--- config.mk ---
export PLATFORM = sky130hd
export DESIGN_NAME = branch_ctrl
export DESIGN_NICKNAME = d
export VERILOG_FILES = /design/src/rtl/branch_ctrl.sv
export SDC_FILE = /design/constraint.sdc
export NUM_CORES = 1
export LEC_CHECK = 0
export CAP_MARGIN = 10
export CORE_UTILIZATION = 40
export CTS_BUF_LIST = sky130_fd_sc_hd__clkbuf_4
export DETAILED_ROUTE_END_ITERATION = 8
export PLACE_DENSITY = 0.76
export SLEW_MARGIN = 10
export SYNTH_ARGS = -nofsm -noshare
export SYNTH_HDL_FRONTEND = slang
export SYNTH_SLANG_ARGS = --single-unit
--- constraint.sdc ---
create_clock -name clk -period 6.8 [get_ports clk]
set_clock_uncertainty 0.1 [all_clocks]
set_input_delay 1.36 -clock clk [delete_from_list [all_inputs] [get_ports clk]]
set_output_delay 1.36 -clock clk [all_outputs]
set_load 0.005 [all_outputs]
--- src/rtl/branch_ctrl.sv ---
`default_nettype none
// ============================================================================
// Module   : branch_ctrl
// Brief    : EX-stage branch resolution, mispredict flush/redirect,
//            2-bit saturating branch history table and branch perf counters.
// Revision : 1.0
// ============================================================================
module branch_ctrl #(
    parameter int BHT_DEPTH = 16
) (
    input  logic        clk,
    input  logic        rst_n,
    input  logic [31:0] i_if_pc,
    output logic        o_pred_taken,
    input  logic        i_ex_valid,
    input  logic [2:0]  i_ex_funct3,
    input  logic [31:0] i_ex_pc,
    input  logic [31:0] i_ex_target,
    input  logic        i_ex_pred_taken,
    input  logic        i_stall,
    output logic        o_brun,
    input  logic        i_brlt,
    input  logic        i_breq,
    output logic        o_flush,
    output logic [31:0] o_redirect_pc,
    output logic        o_br_illegal,
    output logic [31:0] o_perf_branches,
    output logic [31:0] o_perf_mispred
);

    localparam int         c_IDX_W    = $clog2(BHT_DEPTH);
    localparam logic [1:0] c_BHT_INIT = 2'b01;
    localparam logic [1:0] c_SAT_MAX  = 2'b11;
    localparam logic [1:0] c_SAT_MIN  = 2'b00;

    logic [1:0]         r_bht [BHT_DEPTH];
    logic               r_flush;
    logic               r_br_illegal;
    logic [31:0]        r_redirect_pc;
    logic [31:0]        r_perf_branches;
    logic [31:0]        r_perf_mispred;

    logic [c_IDX_W-1:0] w_if_idx;
    logic [c_IDX_W-1:0] w_ex_idx;
    logic               w_taken;
    logic               w_illegal;
    logic               w_resolve;
    logic               w_legal;
    logic               w_mispred;
    logic [31:0]        w_pc_plus4;
    logic [1:0]         w_bht_cur;
    logic [1:0]         w_bht_next;
    logic               w_unused_pc_bits;

    assign w_if_idx         = i_if_pc[c_IDX_W+1:2];
    assign w_ex_idx         = i_ex_pc[c_IDX_W+1:2];
    assign w_unused_pc_bits = ^{i_if_pc[31:c_IDX_W+2], i_if_pc[1:0]};

    assign o_pred_taken = r_bht[w_if_idx][1];
    assign o_brun       = i_ex_funct3[2] & i_ex_funct3[1];

    always_comb begin
        w_taken   = 1'b0;
        w_illegal = 1'b0;
        case (i_ex_funct3)
            3'b000:         w_taken   = i_breq;
            3'b001:         w_taken   = ~i_breq;
            3'b100, 3'b110: w_taken   = i_brlt;
            3'b101, 3'b111: w_taken   = ~i_brlt;
            default:        w_illegal = 1'b1;
        endcase
    end

    // The flush term squashes the wrong-path instruction sitting in EX.
    assign w_resolve  = i_ex_valid & ~i_stall & ~r_flush;
    assign w_legal    = w_resolve & ~w_illegal;
    assign w_mispred  = w_legal & (w_taken ^ i_ex_pred_taken);
    assign w_pc_plus4 = i_ex_pc + 32'd4;

    always_comb begin
        w_bht_cur  = r_bht[w_ex_idx];
        w_bht_next = w_bht_cur;
        if (w_taken) begin
            if (w_bht_cur != c_SAT_MAX) w_bht_next = w_bht_cur + 2'd1;
        end else begin
            if (w_bht_cur != c_SAT_MIN) w_bht_next = w_bht_cur - 2'd1;
        end
    end

    always_ff @(posedge clk or negedge rst_n) begin
        if (!rst_n) begin
            for (int i = 0; i < BHT_DEPTH; i++) begin
                r_bht[i] <= c_BHT_INIT;
            end
        end else if (w_legal) begin
            r_bht[w_ex_idx] <= w_bht_next;
        end
    end

    always_ff @(posedge clk or negedge rst_n) begin
        if (!rst_n) begin
            r_flush       <= 1'b0;
            r_br_illegal  <= 1'b0;
            r_redirect_pc <= 32'd0;
        end else begin
            r_flush      <= w_mispred;
            r_br_illegal <= w_resolve & w_illegal;
            if (w_mispred) begin
                r_redirect_pc <= w_taken ? i_ex_target : w_pc_plus4;
            end
        end
    end

    always_ff @(posedge clk or negedge rst_n) begin
        if (!rst_n) begin
            r_perf_branches <= 32'd0;
            r_perf_mispred  <= 32'd0;
        end else if (w_legal) begin
            if (r_perf_branches != 32'hFFFF_FFFF) begin
                r_perf_branches <= r_perf_branches + 32'd1;
            end
            if (w_mispred && (r_perf_mispred != 32'hFFFF_FFFF)) begin
                r_perf_mispred <= r_perf_mispred + 32'd1;
            end
        end
    end

    assign o_flush         = r_flush;
    assign o_br_illegal    = r_br_illegal;
    assign o_redirect_pc   = r_redirect_pc;
    assign o_perf_branches = r_perf_branches;
    assign o_perf_mispred  = r_perf_mispred;

endmodule
`default_nettype wire

# Word level (Yosys, flattened, before mapping)
# Index checks and enable logic that the tools add are counted.
# word_totals
wordCells	74
input_bits	106
register_bits	130
# op_classes
n_reduce_logical	9
eq_ne	8
bitwise_logic	13
n_lt_le_gt_ge	3
add_sub_neg	5
mux	15
# ops
op	n
32-bit by 1-bit adder with 32-bit output, second input constant	2
32-bit inequality test, second input constant	2
32-bit by 3-bit adder with 32-bit output, second input constant	1
32-bit bitwise mux	1
32-bit two-way mux	1
2-bit binary-select mux with 4-bit select	2
2-bit two-way mux	8
3-bit == test, second input constant	4
5-bit greater-or-equal comparator, second input constant	2
4-bit inverter with 5-bit output	2
2-bit demux with 4-bit select	1
1-bit bitwise AND	6
6-bit OR reduction	1
5-bit by 1-bit < comparator with 1-bit output, second input constant	1
1-bit inverter	4
1-bit one-hot mux with 4 select lines	1
2-bit AND reduction	2
2-bit OR reduction	2
3-bit by 1-bit == test with 1-bit output, second input constant	1
3-bit zero test	1
2-bit by 1-bit adder with 2-bit output, second input constant	1
1-bit logical AND	2
2-bit inequality test, second input constant	1
2-bit nonzero test	1
3 further kinds	3

# Logic depth before layout (Yosys ltp)
# Gate-level depths: netlist of the first run.
# depth
depth_word	8
ltp_mapped	9
ltp_nobuf	7

# Least setup slack after synthesis of the first run
# No wires, ideal clock.
# synth_path
path_kind	in2out
from	input i_if_pc[2]
to	output o_pred_taken
t_required_ns	5.340
n_path_buf	0
t_arrival_ns	2.296
path_stages	2
setup_slack_ns	3.044
path_cell_list	mux4_2 -> mux4_2
# synth_between
elab_chain_len	4
# synth_rtl
item	line_no	text
from (decl)	13	input logic [31:0] i_if_pc,
4-bit inverter with 5-bit output (implied by the code)	59	assign o_pred_taken = r_bht[w_if_idx][1];
2-bit binary-select mux with 4-bit select	59	
2-bit two-way mux (implied by the code) (2 in a row)	59	
to (decl)	14	output logic o_pred_taken,
# No other way between the ends. The select of a mux whose other input is x is not followed.

# Worst setup path after layout of the first run
# Ends and elaborated chain as after synthesis.

==> impl_results.md, run 1 <==
- Max Cap Viol: 0
- Via count: 5495
- CTS buffer count: 17
- Initial Util: 0.411
- Yosys reg bits: 130
- Psw: 0.566 mW
- Commonest non-fill, non-tap cells in the layout: clkdlybuf4s50_1 (176), dfrtp_1 (114), nand2_1 (67)
- Synth warn: 0
- Congestion Overflow GR: 0
- DRT iter0 DRCs: 268
- Vias in the first global route: 5517
- Root buffer cell: clkbuf_4
- DRT Wirelength: 17.1 mm
- Largest net degree at the start of global routing: 75
- # IOs: 206
- Worst r2r src: o_flush
- Hold path start: o_redirect_pc[10]
- Final setup viols: 0
- Setup Fix Bufs, Post-CTS: 0
- Worst Max-Slew Pin Slew: 0.980 ns
- Ys async rst share: 1.00
- Gp weighted congestion: 0.817
- Detail Route Antenna Nets: 0
- H-Tree Depth: 4
- Period utilization: 0.731
- Final Net Count: 937
- Sequential area share after synthesis: 0.477
- First-pass GRT wire length: 27.9 mm
- Area Overhead vs Synth: 32.6%
- RSZ-0062 raised after global routing: no
- Sw Share: 0.286
- Clock Sinks: 130
- Pre-antenna DRT Iters: 4
- Initial antenna violation count: 0
- Minimum clock period: 4.97 ns
- Worst hold endpoint: o_redirect_pc[10]
- Post-synthesis net count: 764
- Register share of total power: 0.492
- Syn Area/Cell: 10.5 µm²
- Post-Syn Instances: 652
- DR DRC count: 0
- PD cells: 217 mW/mm²
- DR WL/cell: 16.2 µm
- Final instance area: 0.00911 mm²
- Status: complete, no violations
- Clock buffer depth: 2
- CTS tree: done
- Logic gate share of total power: 0.247
- Top-area cell type share of the netlist area: 0.415
- Main synth FF type: dfrtp_1
- Setup WS post-layout: 1.83 ns
- Reg2Reg Depth: 5
- Most common cell after layout, fill and taps aside: clkdlybuf4s50_1
- Endpoints failing hold: 0
- DR vias/cell: 5.19
- Die Span X: 133 µm
- Cell total after placement: 1026
- Ranking of synthesized cells by area: dfrtp_1 (42%), dfstp_2 (6.1%), xor2_1 (5.9%), xnor2_1 (5.6%), mux2_2 (5.6%)
- CP max stage cell: clkdlybuf4s50_1
- Share of cells above drive strength 1: 0.126
- Worst skew pair latency: 0.54 ns
- Crit path launch: i_if_pc[2]
- Post-layout util: 0.545
- Slew headroom: 0.344
- Post-CTS Hold Fix Bufs: 0
- Post-synth EDFFs: 0
- Top cell type by total area after synthesis: dfrtp_1
- Min-Delay Path Class: flip-flop to flip-flop
- Core area: 0.0167 mm²
- Max Slew Vio Count: 0
- Maximum clock frequency: 0.201 GHz
- CTS resizes: 0
- CP Max Fanout: 4
- Internal Power: 1.41 mW
- Placed cell areas: 0.00883 mm²
- Worst-path clk slew: 0.10 ns
- FF-to-FF setup slack: 3.73 ns
- Antenna cells: 0
- Pleak: 3.98 nW
- Dpl hpwl: 12.5 mm
- Max incr delay on CP: 0.63 ns
- Dpl ws: 1.83 ns
- Startpoint types: input port
- Worst Path Required: 5.34 ns
- GRT Total Usage: 0.201
- Non-filler cells, final: 1058
- Crit-path cells: clkdlybuf4s50_1 > mux4_2 > mux4_2 > clkdlybuf4s50_1
- WP data arrival: 3.51 ns
- Row Count: 47
- Crit Path Class: input port to primary output
- Die Y: 133 µm
- CP Capture Type: primary output
- Hold depth: 2
- Setup tns final: 0 ns
- Post-synthesis cell type count: 44
- Clock power share: 0.261
- Mapped Area: 0.00687 mm²
- DIE AREA: 0.0177 mm²
- Peak VDD IR: 0.118 mV
- Reg2Reg Capture Point: o_redirect_pc[27]
- Port buffer count: 177
==> power by group through the flow <==
stage / combinational (mW) / sequential (mW) / clock [mW]
2_1_floorplan: 0.188 / 0.979 / 0
3_3_place_gp: 0.483 / 0.982 / 0
3_5_place_dp: 0.493 / 0.986 / 0
4_1_cts: 0.494 / 0.972 / 0.533
5_1_grt: 0.533 / 0.989 / 0.564
6_report: 0.488 / 0.972 / 0.516
==> critical path, delay by kind of cell <==
kind | cells | cell delay, ns
mux | 2 | 1.05
buf+inv | 2 | 1.10
==> per-stage QoR <==
step	hold WS [ns]	power, mW
4_1_cts	0.395	2.00
6_report	0.391	1.98
5_1_grt	0.409	2.09
3_3_place_gp	0.362	1.46
2_1_floorplan	0.373	1.17
3_5_place_dp	0.370	1.48
==> worst max-delay path by stage <==
stage	to	slack (ns)	cells after the start
4_1_cts	o_pred_taken	1.82	4
2_1_floorplan	o_pred_taken	3.04	2
3_3_place_gp	o_pred_taken	1.84	4
3_5_place_dp	o_pred_taken	1.83	4
6_report	o_pred_taken	1.83	4
5_1_grt	o_pred_taken	1.75	4
==> final cells by class <==
cell class	count	area (µm²)
clock buffer	21	158
clock inverter	11	114
fill	1505	7590
inverter	16	60.1
multi-input combinational	478	3420
sequential	130	3270
tap	220	275
timing repair buffer	182	1810
==> registers in the layout (all words and copies together), names as in the netlist <==
| register | cells |
|---|---|
| r_bht | 32 |
| o_flush | 1 |
| o_redirect_pc | 32 |
| o_br_illegal | 1 |
| o_perf_mispred | 32 |
| o_perf_branches | 32 |
==> cell usage after synthesis, types with 2 or more instances <==
cell and number:
ha_1 6, dfrtp_1 114, inv_1 16, a22oi_1 3, nor3b_1 2, xnor2_1 44
nand4_1 25, buf_2 8, nor4_1 6, or3_1 3, nor3_1 18, and4_1 14
xor2_1 46, buf_1 3, a21oi_1 15, mux4_2 13, dfstp_2 16, or4_1 4
o22ai_1 4, nor2_1 38, nor2b_1 2, o31ai_1 2, o21ai_0 26, mux2_2 34
maj3_2 2, clkbuf_1 16, nand3_1 43, mux2i_1 19, nand2_1 68, and2_1 10
and3_1 16, o22a_1 4
==> metal layers <==
layer	share of wire	track usage	up-vias
li1	-	-	2664
met1	0.44	0.260	2662
met2	0.49	0.337	143
met3	0.040	0.0345	26
met4	0.020	0.0760	0
met5	0	0	-
==> kinds of logic (layout without fill, tap and decap cells) <==
| group | count (synthesis) | after routing | synth area share |
|---|---|---|---|
| simple gates | 256 | 256 | 0.193 |
| buf+inv | 44 | 230 | 0.0266 |
| fa+ha+maj | 8 | 8 | 0.0142 |
| xor+xnor | 90 | 90 | 0.115 |
| compound gates | 58 | 58 | 0.0492 |
| flops | 130 | 130 | 0.477 |
| mux | 66 | 66 | 0.126 |
Note: power is estimated with default switching activity, not from simulation.
==> run 2, diff against run 1 <==
clock period = 4.9 ns   (was 6.8 ns; I/O delays follow)
==> run 2 against run 1 <==
  * Via count increased by 0.98%
  * First-iteration DRC count is 33% higher
  * Utilization increased by 0.19 points
  * Worst setup slack lost 1.1 ns
  * Critical path depth unchanged
  * Combinational power rose by 39%
  * Total power is 39% higher
  * Sequential cell count did not move
  * Count of clock-buffer cells in the layout rose by 2
  * Non-clock buffer count is 5 higher
  * Register-to-register slack got worse by 1.4 ns
  * Die area did not move
==> impl_results.md, run 2 (synthesized netlist as in run 1, its figures left out) <==
- Maximum clock frequency: 0.239 GHz
- Clock buffer depth: 2 (unchanged)
- Initial Util: 0.411 (unchanged)
- Reg2Reg Depth: 6 (was 5)
- Post-CTS Hold Fix Bufs: 0 (unchanged)
- PD cells: 300 mW/mm² (was 217 mW/mm²)
- Max Slew Vio Count: 0 (unchanged)
- DR vias/cell: 5.22 (was 5.19)
- Register share of total power: 0.493 (was 0.492)
- Min-Delay Path Class: input port to asynchronous set/reset pin (was flip-flop to flip-flop)
- DR DRC count: 0 (unchanged)
- Reg2Reg Capture Point: o_perf_branches[31] (was o_redirect_pc[27])
- Status: complete, no violations (unchanged)
- WP data arrival: 3.10 ns (was 3.51 ns)
- Row Count: 47 (unchanged)
- Buf/Inv on CP: 2 (unchanged)
- Pleak: 4.00 nW (was 3.98 nW)
- # IOs: 206 (unchanged)
- Final-layout fill cell count: 1480 (was 1505)
- Largest net degree at the start of global routing: 53 (was 75)
- Endpoints failing hold: 0 (unchanged)
- Minimum clock period: 4.18 ns
- CP Max Fanout: 4 (unchanged)
- DRT iter0 DRCs: 356 (was 268)
- DIE AREA: 0.0177 mm² (unchanged)
- FF-to-FF setup slack: 2.29 ns (was 3.73 ns)
- Peak VDD IR: 0.185 mV (was 0.118 mV)
- Slew headroom: 0.487 (was 0.344)
- Most common cell after layout, fill and taps aside: clkdlybuf4s50_1 (unchanged)
- CTS tree: done (unchanged)
- RSZ-0062 raised after global routing: no (unchanged)
- CTS buffer count: 17 (unchanged)
- Port buffer count: 177 (unchanged)
- Period utilization: 0.853
- Worst Path Required: 3.82 ns (was 5.34 ns)
- Worst skew pair latency: 0.54 ns (about the same)
- Final Net Count: 942 (was 937)
- CP Capture Type: primary output (unchanged)
- Area Overhead vs Synth: 33.0% (was 32.6%)
- Setup Fix Bufs, Post-CTS: 0 (unchanged)
- Core area: 0.0167 mm² (unchanged)
- DRT Wirelength: 16.9 mm (was 17.1 mm)
- GRT Total Usage: 0.199 (was 0.201)
- Sw Share: 0.282 (was 0.286)
- Setup tns final: 0 ns (unchanged)
- Worst Max-Slew Pin Slew: 0.769 ns (was 0.980 ns)
- Worst r2r src: o_flush (unchanged)
- Internal Power: 1.97 mW (was 1.41 mW)
- Die Span X: 133 µm (unchanged)
- Congestion Overflow GR: 0 (unchanged)
- Crit-path cells: clkdlybuf4s50_1 > mux4_2 > mux4_2 > clkdlybuf4s50_1 (unchanged)
- Startpoint types: input port (unchanged)
- Antenna cells: 0 (unchanged)
- Logic gate share of total power: 0.248 (was 0.247)
- Psw: 0.772 mW (was 0.566 mW)
- Via count: 5549 (was 5495)
- Vias in the first global route: 5405 (was 5517)
- WHS: 0.353 ns (was 0.391 ns)
- Share of cells above drive strength 1: 0.128 (was 0.126)
- Commonest non-fill, non-tap cells in the layout: clkdlybuf4s50_1 (176), dfrtp_1 (114), nand2_1 (67) (unchanged)
- Clock Sinks: 130 (unchanged)
- Root buffer cell: clkbuf_4 (unchanged)
- Clock power share: 0.260 (was 0.261)
- Die Y: 133 µm (unchanged)
- Initial antenna violation count: 0 (unchanged)
- DR WL/cell: 15.9 µm (was 16.2 µm)
- Cell family with most CP delay: buffers and inverters (unchanged)
- CTS resizes: 0 (unchanged)
- Worst-path clk slew: 0.13 ns (was 0.10 ns)
- First-pass GRT wire length: 27.6 mm (was 27.9 mm)
- Gp weighted congestion: 0.810 (was 0.817)
- H-Tree Depth: 4 (unchanged)
- Detail Route Antenna Nets: 0 (unchanged)
- Max Cap Viol: 0 (unchanged)
- Crit Path Class: input port to primary output (unchanged)
- Pre-antenna DRT Iters: 6 (was 4)
- Dpl hpwl: 12.6 mm (was 12.5 mm)
- Post-layout util: 0.547 (was 0.545)
- Max incr delay on CP: 0.63 ns (about the same)
- Final setup viols: 0 (unchanged)
- CP max stage cell: clkdlybuf4s50_1 (unchanged)
[run 2: cell count changes in the layout (fill, tap and decap cells not counted)]
cell,delta
clkinv_1,+3
clkinv_2,-3
clkbuf_4,+2
buf_4,+5
clkinv_4,-2
[run 2: power by group through the flow]
stage | registers [mW] | clock network [mW] | logic [mW]
6_report | 1.35 | 0.711 | 0.678
5_1_grt | 1.37 | 0.784 | 0.751
4_1_cts | 1.35 | 0.734 | 0.686
3_5_place_dp | 1.37 | 0 | 0.684
3_3_place_gp | 1.37 | 0 | 0.671
2_1_floorplan | 1.36 | 0 | 0.261
[run 2: worst max-delay path by stage]
stage               start      endpoint  slack, ns  cells past startpoint
2_1_floorplan  i_if_pc[2]  o_pred_taken       1.90                      2
3_3_place_gp   i_if_pc[2]  o_pred_taken       0.72                      4
3_5_place_dp   i_if_pc[2]  o_pred_taken       0.71                      4
4_1_cts        i_if_pc[2]  o_pred_taken       0.71                      4
5_1_grt        i_if_pc[2]  o_pred_taken       0.63                      4
6_report       i_if_pc[2]  o_pred_taken       0.72                      4
[run 2: worst register-to-register path, cell delays in order (launching register included)]
cell and delay, ns:
dfrtp_1 0.41, nor3b_1 0.39, nand2_1 0.25, or3_1 0.49
nor3_2 0.49, and4_1 0.28, xor2_1 0.15
[run 2: cell type report]
cell class | count | area, µm² | area share
Inverter | 16 | 60.1 | 0.00657
Sequential cell | 130 | 3270 | 0.358
Timing Repair Buffer | 187 | 1840 | 0.202
Multi-Input combinational cell | 478 | 3420 | 0.374
Clock buffer | 23 | 173 | 0.0189
Clock inverter | 9 | 92.6 | 0.0101
Tap cell | 220 | 275 | 0.0301
[run 2: layer usage]
metal / GRT usage / vias up / routed length, µm
met5: 0 / - / 0
met4: 0.0779 / 0 / 387
met3: 0.0437 / 31 / 869
met2: 0.329 / 171 / 8120
met1: 0.254 / 2670 / 7490
li1: - / 2677 / -
[run 2: through the flow]
stage	area (µm²)	setup slack [ns]	cells	power (mW)
finish	9140	0.721	1063	2.74
global route	9140	0.625	1063	2.91
CTS	9140	0.707	1063	2.77
detailed placement	8870	0.710	1031	2.05
global placement	8870	0.721	1031	2.04
floorplan	6870	1.90	652	1.62
==> run 3, diff against run 2 <==
CTS_CLUSTER_DIAMETER = 150   (was default)
==> results of run 3 <==
Final layout, timing and power as in run 2 (identical DEF).
